===== src/rtl/otprom_array.sv =====
// One-time-programmable PROM cell array: registered reads plus a multi-cycle, OR-only burn engine with a lock word.
// Optional burn commit counter output enabled by defining OTPROM_BURN_CNT_EN.
module otprom_array #(
  parameter int BUS_WIDTH   = 32,
  parameter int DATA_WIDTH  = 32,
  parameter int DEPTH_LOG2  = 6,
  parameter int BURN_CYCLES = 8
) (
  input  logic                      clk,
  input  logic                      reset,
  input  logic [BUS_WIDTH-1:0]      ram_raddr,
  input  logic                      ram_ren,
  output logic [DATA_WIDTH-1:0]     ram_rdata,
  input  logic [BUS_WIDTH-1:0]      ram_waddr,
  input  logic [DATA_WIDTH-1:0]     ram_wdata,
  input  logic [DATA_WIDTH/8-1:0]   ram_wen,
  output logic                      burn_busy,
  output logic                      burn_err
`ifdef OTPROM_BURN_CNT_EN
  ,
  output logic [7:0]                burn_cnt
`endif
);

  localparam int DEPTH  = 1 << DEPTH_LOG2;
  localparam int NBYTES = DATA_WIDTH / 8;
  localparam int CW     = $clog2(BURN_CYCLES);

  typedef enum logic {IDLE, BURN} state_t;

  // Non-volatile cells: erased at power-up and deliberately untouched by reset.
  logic [DATA_WIDTH-1:0] cells_q [DEPTH] = '{default: '0};

  state_t                state_q, state_d;
  logic [CW-1:0]         cnt_q, cnt_d;
  logic [DEPTH_LOG2-1:0] idx_q, idx_d;
  logic [DATA_WIDTH-1:0] mask_q, mask_d;
  logic                  busy_q, busy_d;
  logic                  err_q, err_d;
  logic [DATA_WIDTH-1:0] rdata_q, rdata_d;

  logic [DEPTH_LOG2-1:0] ridx, widx;
  logic                  r_oor, w_oor, lock, req, commit;
  logic [DATA_WIDTH-1:0] wmask;
  logic                  unused_addr_lsbs;

  assign ridx   = ram_raddr[DEPTH_LOG2+1:2];
  assign widx   = ram_waddr[DEPTH_LOG2+1:2];
  assign r_oor  = |ram_raddr[BUS_WIDTH-1:DEPTH_LOG2+2];
  assign w_oor  = |ram_waddr[BUS_WIDTH-1:DEPTH_LOG2+2];
  assign lock   = cells_q[DEPTH-1][0];
  assign req    = |ram_wen;
  assign commit = (state_q == BURN) && (cnt_q == '0);
  assign unused_addr_lsbs = ^{ram_raddr[1:0], ram_waddr[1:0]};

  always_comb begin
    wmask = '0;
    for (int b = 0; b < NBYTES; b++) begin
      if (ram_wen[b]) wmask[8*b +: 8] = ram_wdata[8*b +: 8];
    end
  end

  always_comb begin
    rdata_d = rdata_q;
    if (ram_ren) rdata_d = r_oor ? '0 : cells_q[ridx];

    state_d = state_q;
    cnt_d   = cnt_q;
    idx_d   = idx_q;
    mask_d  = mask_q;
    busy_d  = busy_q;
    err_d   = err_q;
    case (state_q)
      IDLE: begin
        if (req) begin
          if (!w_oor && !lock) begin
            state_d = BURN;
            cnt_d   = CW'(BURN_CYCLES - 1);
            idx_d   = widx;
            mask_d  = wmask;
            busy_d  = 1'b1;
          end else begin
            err_d = 1'b1;
          end
        end
      end
      BURN: begin
        // Any request arriving mid-burn, commit cycle included, is dropped.
        if (req) err_d = 1'b1;
        if (cnt_q == '0) begin
          state_d = IDLE;
          busy_d  = 1'b0;
        end else begin
          cnt_d = cnt_q - 1'b1;
        end
      end
      default: state_d = IDLE;
    endcase
  end

  always_ff @(posedge clk) begin
    if (reset) begin
      state_q <= IDLE;
      cnt_q   <= '0;
      idx_q   <= '0;
      mask_q  <= '0;
      busy_q  <= 1'b0;
      err_q   <= 1'b0;
      rdata_q <= '0;
    end else begin
      state_q <= state_d;
      cnt_q   <= cnt_d;
      idx_q   <= idx_d;
      mask_q  <= mask_d;
      busy_q  <= busy_d;
      err_q   <= err_d;
      rdata_q <= rdata_d;
    end
  end

  always_ff @(posedge clk) begin
    if (!reset && commit) cells_q[idx_q] <= cells_q[idx_q] | mask_q;
  end

  assign ram_rdata = rdata_q;
  assign burn_busy = busy_q;
  assign burn_err  = err_q;

`ifdef OTPROM_BURN_CNT_EN
  logic [7:0] burn_cnt_q, burn_cnt_d;

  always_comb begin
    burn_cnt_d = burn_cnt_q;
    if (commit && burn_cnt_q != 8'hFF) burn_cnt_d = burn_cnt_q + 8'd1;
  end

  always_ff @(posedge clk) begin
    if (reset) burn_cnt_q <= '0;
    else       burn_cnt_q <= burn_cnt_d;
  end

  assign burn_cnt = burn_cnt_q;
`endif

endmodule


===== config.mk =====
export PLATFORM = sky130hd
export DESIGN_NAME = otprom_array
export DESIGN_NICKNAME = d
export VERILOG_FILES = /design/src/rtl/otprom_array.sv
export SDC_FILE = /design/constraint.sdc
export NUM_CORES = 2
export LEC_CHECK = 0
export CORE_MARGIN = 1
export CORE_UTILIZATION = 60
export DETAILED_ROUTE_END_ITERATION = 10
export PLACE_DENSITY_LB_ADDON = 0.25
export SLEW_MARGIN = 20
export SYNTH_ARGS = -nofsm -noshare
export SYNTH_HDL_FRONTEND = slang
export SYNTH_SLANG_ARGS = --single-unit

===== constraint.sdc =====
create_clock -name clk -period 10 [get_ports clk]
set_clock_uncertainty 0.2 [all_clocks]
set_input_delay 1.5 -clock clk [delete_from_list [all_inputs] [get_ports clk]]
set_output_delay 1.5 -clock clk [all_outputs]
set_load 0.05 [all_outputs]

Word-level counts from Yosys, hierarchy flattened
Memories as Yosys holds them, arrays and structs flattened. A register that Yosys moved wholly into a read port is not among the register bits.
Index checks and enable logic that the tools add are counted.
{"block": "op_classes", "n_addsub": 1, "eq_ne": 6, "mux": 25, "bitwise_logic": 2, "n_reduce_logical": 14, "n_lt_le_gt_ge": 0, "div": 0, "mul": 0, "n_shift": 0}
{"cell": "OR reduction 24 bit", "n": 2}
{"cell": "two-way mux 32 bit", "n": 1}
{"cell": "two-way mux 8 bit", "n": 4}
{"cell": "bitwise OR 32 bit", "n": 1}
{"cell": "two-way mux 6 bit", "n": 2}
{"cell": "AND reduction 3 bit", "n": 4}
{"cell": "two-way mux 1 bit", "n": 11}
{"cell": "two-way mux 3 bit", "n": 3}
{"cell": "!= test 2 bit (second input constant)", "n": 4}
{"cell": "case mux 1 bit (2 select lines)", "n": 3}
{"cell": "case mux 3 bit (2 select lines)", "n": 1}
{"cell": "!= test 2 x 1 -> 1 bit (second input constant)", "n": 2}
{"cell": "OR reduction 4 bit", "n": 1}
{"cell": "logical AND 1 bit", "n": 3}
{"cell": "logical NOT 1 bit", "n": 3}
{"cell": "logical NOT 3 bit", "n": 1}
{"cell": "subtractor 3 x 1 -> 3 bit (second input constant)", "n": 1}
{"cell": "NOT 1 bit", "n": 1}
{"block": "totals", "mem_count": 1, "register_bits": 76, "latch_bits": 0, "mem_bits_rw": 2048, "romBits": 0}
{"memory": "cells_q", "depth": 64, "width": 32, "read_ports": 3, "rd_clocked_by_memory_dff": 1, "write_ports": 1, "line_no": "32", "rtl": "logic [DATA_WIDTH-1:0] cells_q [DEPTH] = '{default: '0};"}

Logic depth before layout (Yosys ltp)
{"block": "logic_depth", "word_depth": 6, "depth_mapped": 12}

Worst setup path before layout
Ideal clock, no wire load.
{"block": "synth_path", "path_kind": "input-to-reg", "from": "input reset", "to": "memory cells_q[31][0] (enable)", "path_stages": 4, "path_buffers": 1, "setup_time_ps": 421, "arrival_ps": 3674, "path_slack_ps": 5705, "required_ps": 9379, "cell_sequence": "clkbuf_1 > nor3b_1 > nand3_1 > nor2_1"}
{"block": "synth_via", "elab_chain_len": 4}
{"item": "from (decl)", "line_no": "10", "rtl": "input logic reset,"}
{"item": "logical NOT 1 bit", "line_no": "122", "rtl": "if (!reset && commit) cells_q[idx_q] <= cells_q[idx_q] | mask_q;"}
{"item": "logical AND 1 bit", "line_no": "122"}
{"item": "two-way mux 1 bit", "line_no": "122"}
{"item": "two-way mux 1 bit (not written as such)", "line_no": "122"}
{"item": "to (decl)", "line_no": "32"}
No other way between the ends.

==> flow_summary.json <==
{
  "synth_cell_type_count": 56,
  "overflow": 0,
  "postSynthAreaPerCell_sq_um": 20.6,
  "num_io_pins": 137,
  "cts.clk_slew.worst_paths_ps": 60,
  "synth_async_sr_flop_share_pct": 0,
  "power_frac_comb_pct": 2.4,
  "totalWireLength_mm": 310,
  "antenna_found_initial": 16,
  "ys.warnings.count": 0,
  "rows": 147,
  "dp.final_hpwl_mm": 178,
  "finalWorstSetupSlack_ps": 4830,
  "netlist_instances": 4721,
  "port_buffers": 132,
  "power_frac_clock_pct": 43.5,
  "area_growth_pct": 11.2,
  "grt.total_usage_pct": 38.5,
  "numCtsBuffers": 209,
  "peakVddDrop_mv": 0.226,
  "whs_ps": 255,
  "gp_congestion": 0.887,
  "clockBufferDepth": 3,
  "rsz0062_at_grt": "false",
  "ys.flop_type": "edfxtp_1",
  "max_stage_delay_ps": 890,
  "pre_cts_ws_ps": 4660,
  "cts.htree.levels": 4,
  "synthesis.nets": 4826,
  "slew_viol_final": 0,
  "cp_data_required_time_ps": 10360,
  "fp.dieW_um": 405,
  "cts.sinks": 2130,
  "first_global_vias": 56000,
  "die_area_sq_um": 164000,
  "grt_pass1_wl_mm": 429,
  "cts_resized": 0,
  "grt_max_degree": 113,
  "ys_ff_latch": 2130,
  "syn_area_sq_um": 97400,
  "clock_latency_ps": 890,
  "p_per_area_nw_per_um2": 164,
  "critPathCaptureType": "register",
  "period_share_pct": 51.7,
  "min_period_ps": 5170,
  "switching_share_pct": 20.9,
  "yosys.area.top_type": "edfxtp_1",
  "post-route-util_pct": 67.3,
  "yosysMostFrequentCell": "edfxtp_1",
  "status": "completed",
  "synth.yosys.seq_area_share_pct": 64.8,
  "synth-edff-count": 2048,
  "max_freq_mhz": 194,
  "die_h_um": 405,
  "path_cells": "buf_12 > buf_4 > mux4_2 > mux4_2 > a22oi_1 > nand2_1 > buf_4",
  "crit_arrival_ps": 5530,
  "synthTopCellsByArea": "edfxtp_1 (63%), mux4_2 (25%), mux2i_1 (2.2%)",
  "p_int_w": 0.0141,
  "multi_input_area_sq_um": 32900,
  "dr.pass1.iters": 6,
  "viasPerCell": 7.80,
  "fin_nets": 4975,
  "cp-start-kind": "register",
  "synth_common_cells": "edfxtp_1 (2048), mux4_2 (1101), mux2i_1 (215)",
  "vias": 56300,
  "maxCapViolations": 0,
  "cts_hold_buf": 0,
  "wl_per_cell_um": 43.0,
  "drive_above_1_share_pct": 33.7,
  "coreArea_sq_um": 161000,
  "cts_setup_buffers": 0,
  "layout.cells.non_filler": 7220,
  "cts_tree": "built",
  "finalHoldViolCount": 0,
  "drtIter0Drc": 9520,
  "n_fill_cell": 9936,
  "drc": 0,
  "fin_setup_tns_ps": 0,
  "crit_fanout": 71,
  "setup_viol": 0,
  "net-switching-power_w": 0.00371,
  "clockRootBuffer": "clkbuf_16",
  "start_util_pct": 60.5,
  "worstSetupPathType": "register to register",
  "hold_path_class": "register to register",
  "p_leak_nw": 23.0,
  "r2r_setup_slack_ps": 4830,
  "relSlewSlack_pct": 16.2,
  "antenna_left": 0,
  "cpMaxStageDelayCell": "dfxtp_4",
  "tightestPinTransition_ps": 1250,
  "power_frac_seq_pct": 54.1,
  "synth_top_area_share_pct": 63.1,
  "placed_cells": 6819,
  "regArea_sq_um": 63200
}
[cells by family (layout without fill, tap and decap cells)]
| kind of cell | after synthesis | after routing | synth area share (%) |
|---|---|---|---|
| flip-flops | 2130 | 2130 | 64.8 |
| adder cells (fa/ha/maj) | 2 | 2 | 0.0257 |
| multiplexers | 1346 | 1346 | 28.1 |
| AND/OR/NAND/NOR | 476 | 476 | 2.31 |
| buffers and inverters | 375 | 707 | 2.04 |
| other | 0 | 7 | 0 |
| AO/OA/AOI/OAI | 391 | 391 | 2.72 |
| XOR/XNOR | 1 | 1 | 0.00899 |
[critical path, delay by kind of cell, from the launching register on]
family | cells | cell delay [ps]
and+or+nand+nor | 1 | 610
AOI/OAI and AO/OA | 1 | 160
buffers and inverters | 3 | 1730
muxes | 2 | 1110
DFF | 1 | 890
[final timing paths]
path / end / depth (start not counted) / startpoint
hold reg to reg: mask_q[5] / 2 / mask_q[5]
hold / removal: mask_q[5] / 2 / mask_q[5]
setup / recovery: cells_q[27][18] / 7 / register
setup reg to reg: cells_q[27][18] / 7 / register
[cell usage in the layout (no fill, tap or decap), types with 10 or more instances in the layout]
| cell | n |
|---|---|
| a2111oi_0 | 14 |
| a211oi_1 | 62 |
| a21oi_1 | 107 |
| a221oi_1 | 12 |
| a22oi_1 | 104 |
| buf_12 | 14 |
| buf_4 | 159 |
| bufinv_16 | 10 |
| clkbuf_1 | 56 |
| clkbuf_16 | 212 |
| clkbuf_8 | 17 |
| clkdlybuf4s50_1 | 126 |
| clkinv_1 | 38 |
| clkinv_2 | 42 |
| dfxtp_1 | 78 |
| edfxtp_1 | 2048 |
| mux2_2 | 24 |
| mux2i_1 | 215 |
| mux4_2 | 1101 |
| nand2_1 | 150 |
| nand2b_1 | 14 |
| nand3_1 | 85 |
| nand4_1 | 20 |
| nor2_1 | 29 |
| nor2_4 | 67 |
| nor2b_1 | 41 |
| nor3_1 | 12 |
| nor4_1 | 13 |
| o21ai_0 | 19 |
| o22ai_1 | 34 |
[power by group through the flow]
stage | Clock [W] | Sequential [W] | Combinational (W)
after CTS | 0.00773 | 0.00962 | 0.000415
after floorplan | 0 | 0.00981 | 0.000258
after global placement | 0 | 0.00981 | 0.000413
after global routing | 0.00805 | 0.00962 | 0.000431
final | 0.00774 | 0.00962 | 0.000423
after detailed placement | 0 | 0.00981 | 0.000414
[state kept, by name, indices dropped and copies added (netlist names), named ones only]
| signal | cells |
|---|---|
| burn_err | 1 |
| cells_q | 2048 |
| ram_rdata | 32 |
| mask_q | 32 |
| cnt_q | 3 |
| idx_q | 6 |
| state_q | 1 |
| burn_busy | 1 |
[layout make-up]
class                      count  area share [%]
antenna                        7          0.0162
multi-input combinational   2216            30.4
clock buffer                 285            5.31
inverter                       7          0.0289
timing repair buffer         306            2.60
sequential                  2130            58.3
clock inverter               109           0.874
tap                         2160            2.49
[through the flow]
step	total power [W]	instance area, sq um
5_1_grt	0.0181	108000
4_1_cts	0.0178	108000
2_1_floorplan	0.0101	97400
3_5_place_dp	0.0102	102000
3_3_place_gp	0.0102	102000
6_report	0.0178	108000
[per-layer routing]
layer  vias up  wire (um)  global-route usage, %
li1      20900          -                      -
met1     29200      99700                   50.0
met2      5013     138000                   55.3
met3      1102      50600                   14.8
met4        24      22200                   23.5
met5         -        230                  0.446
No activity file was read; power rests on OpenSTA's default activity.
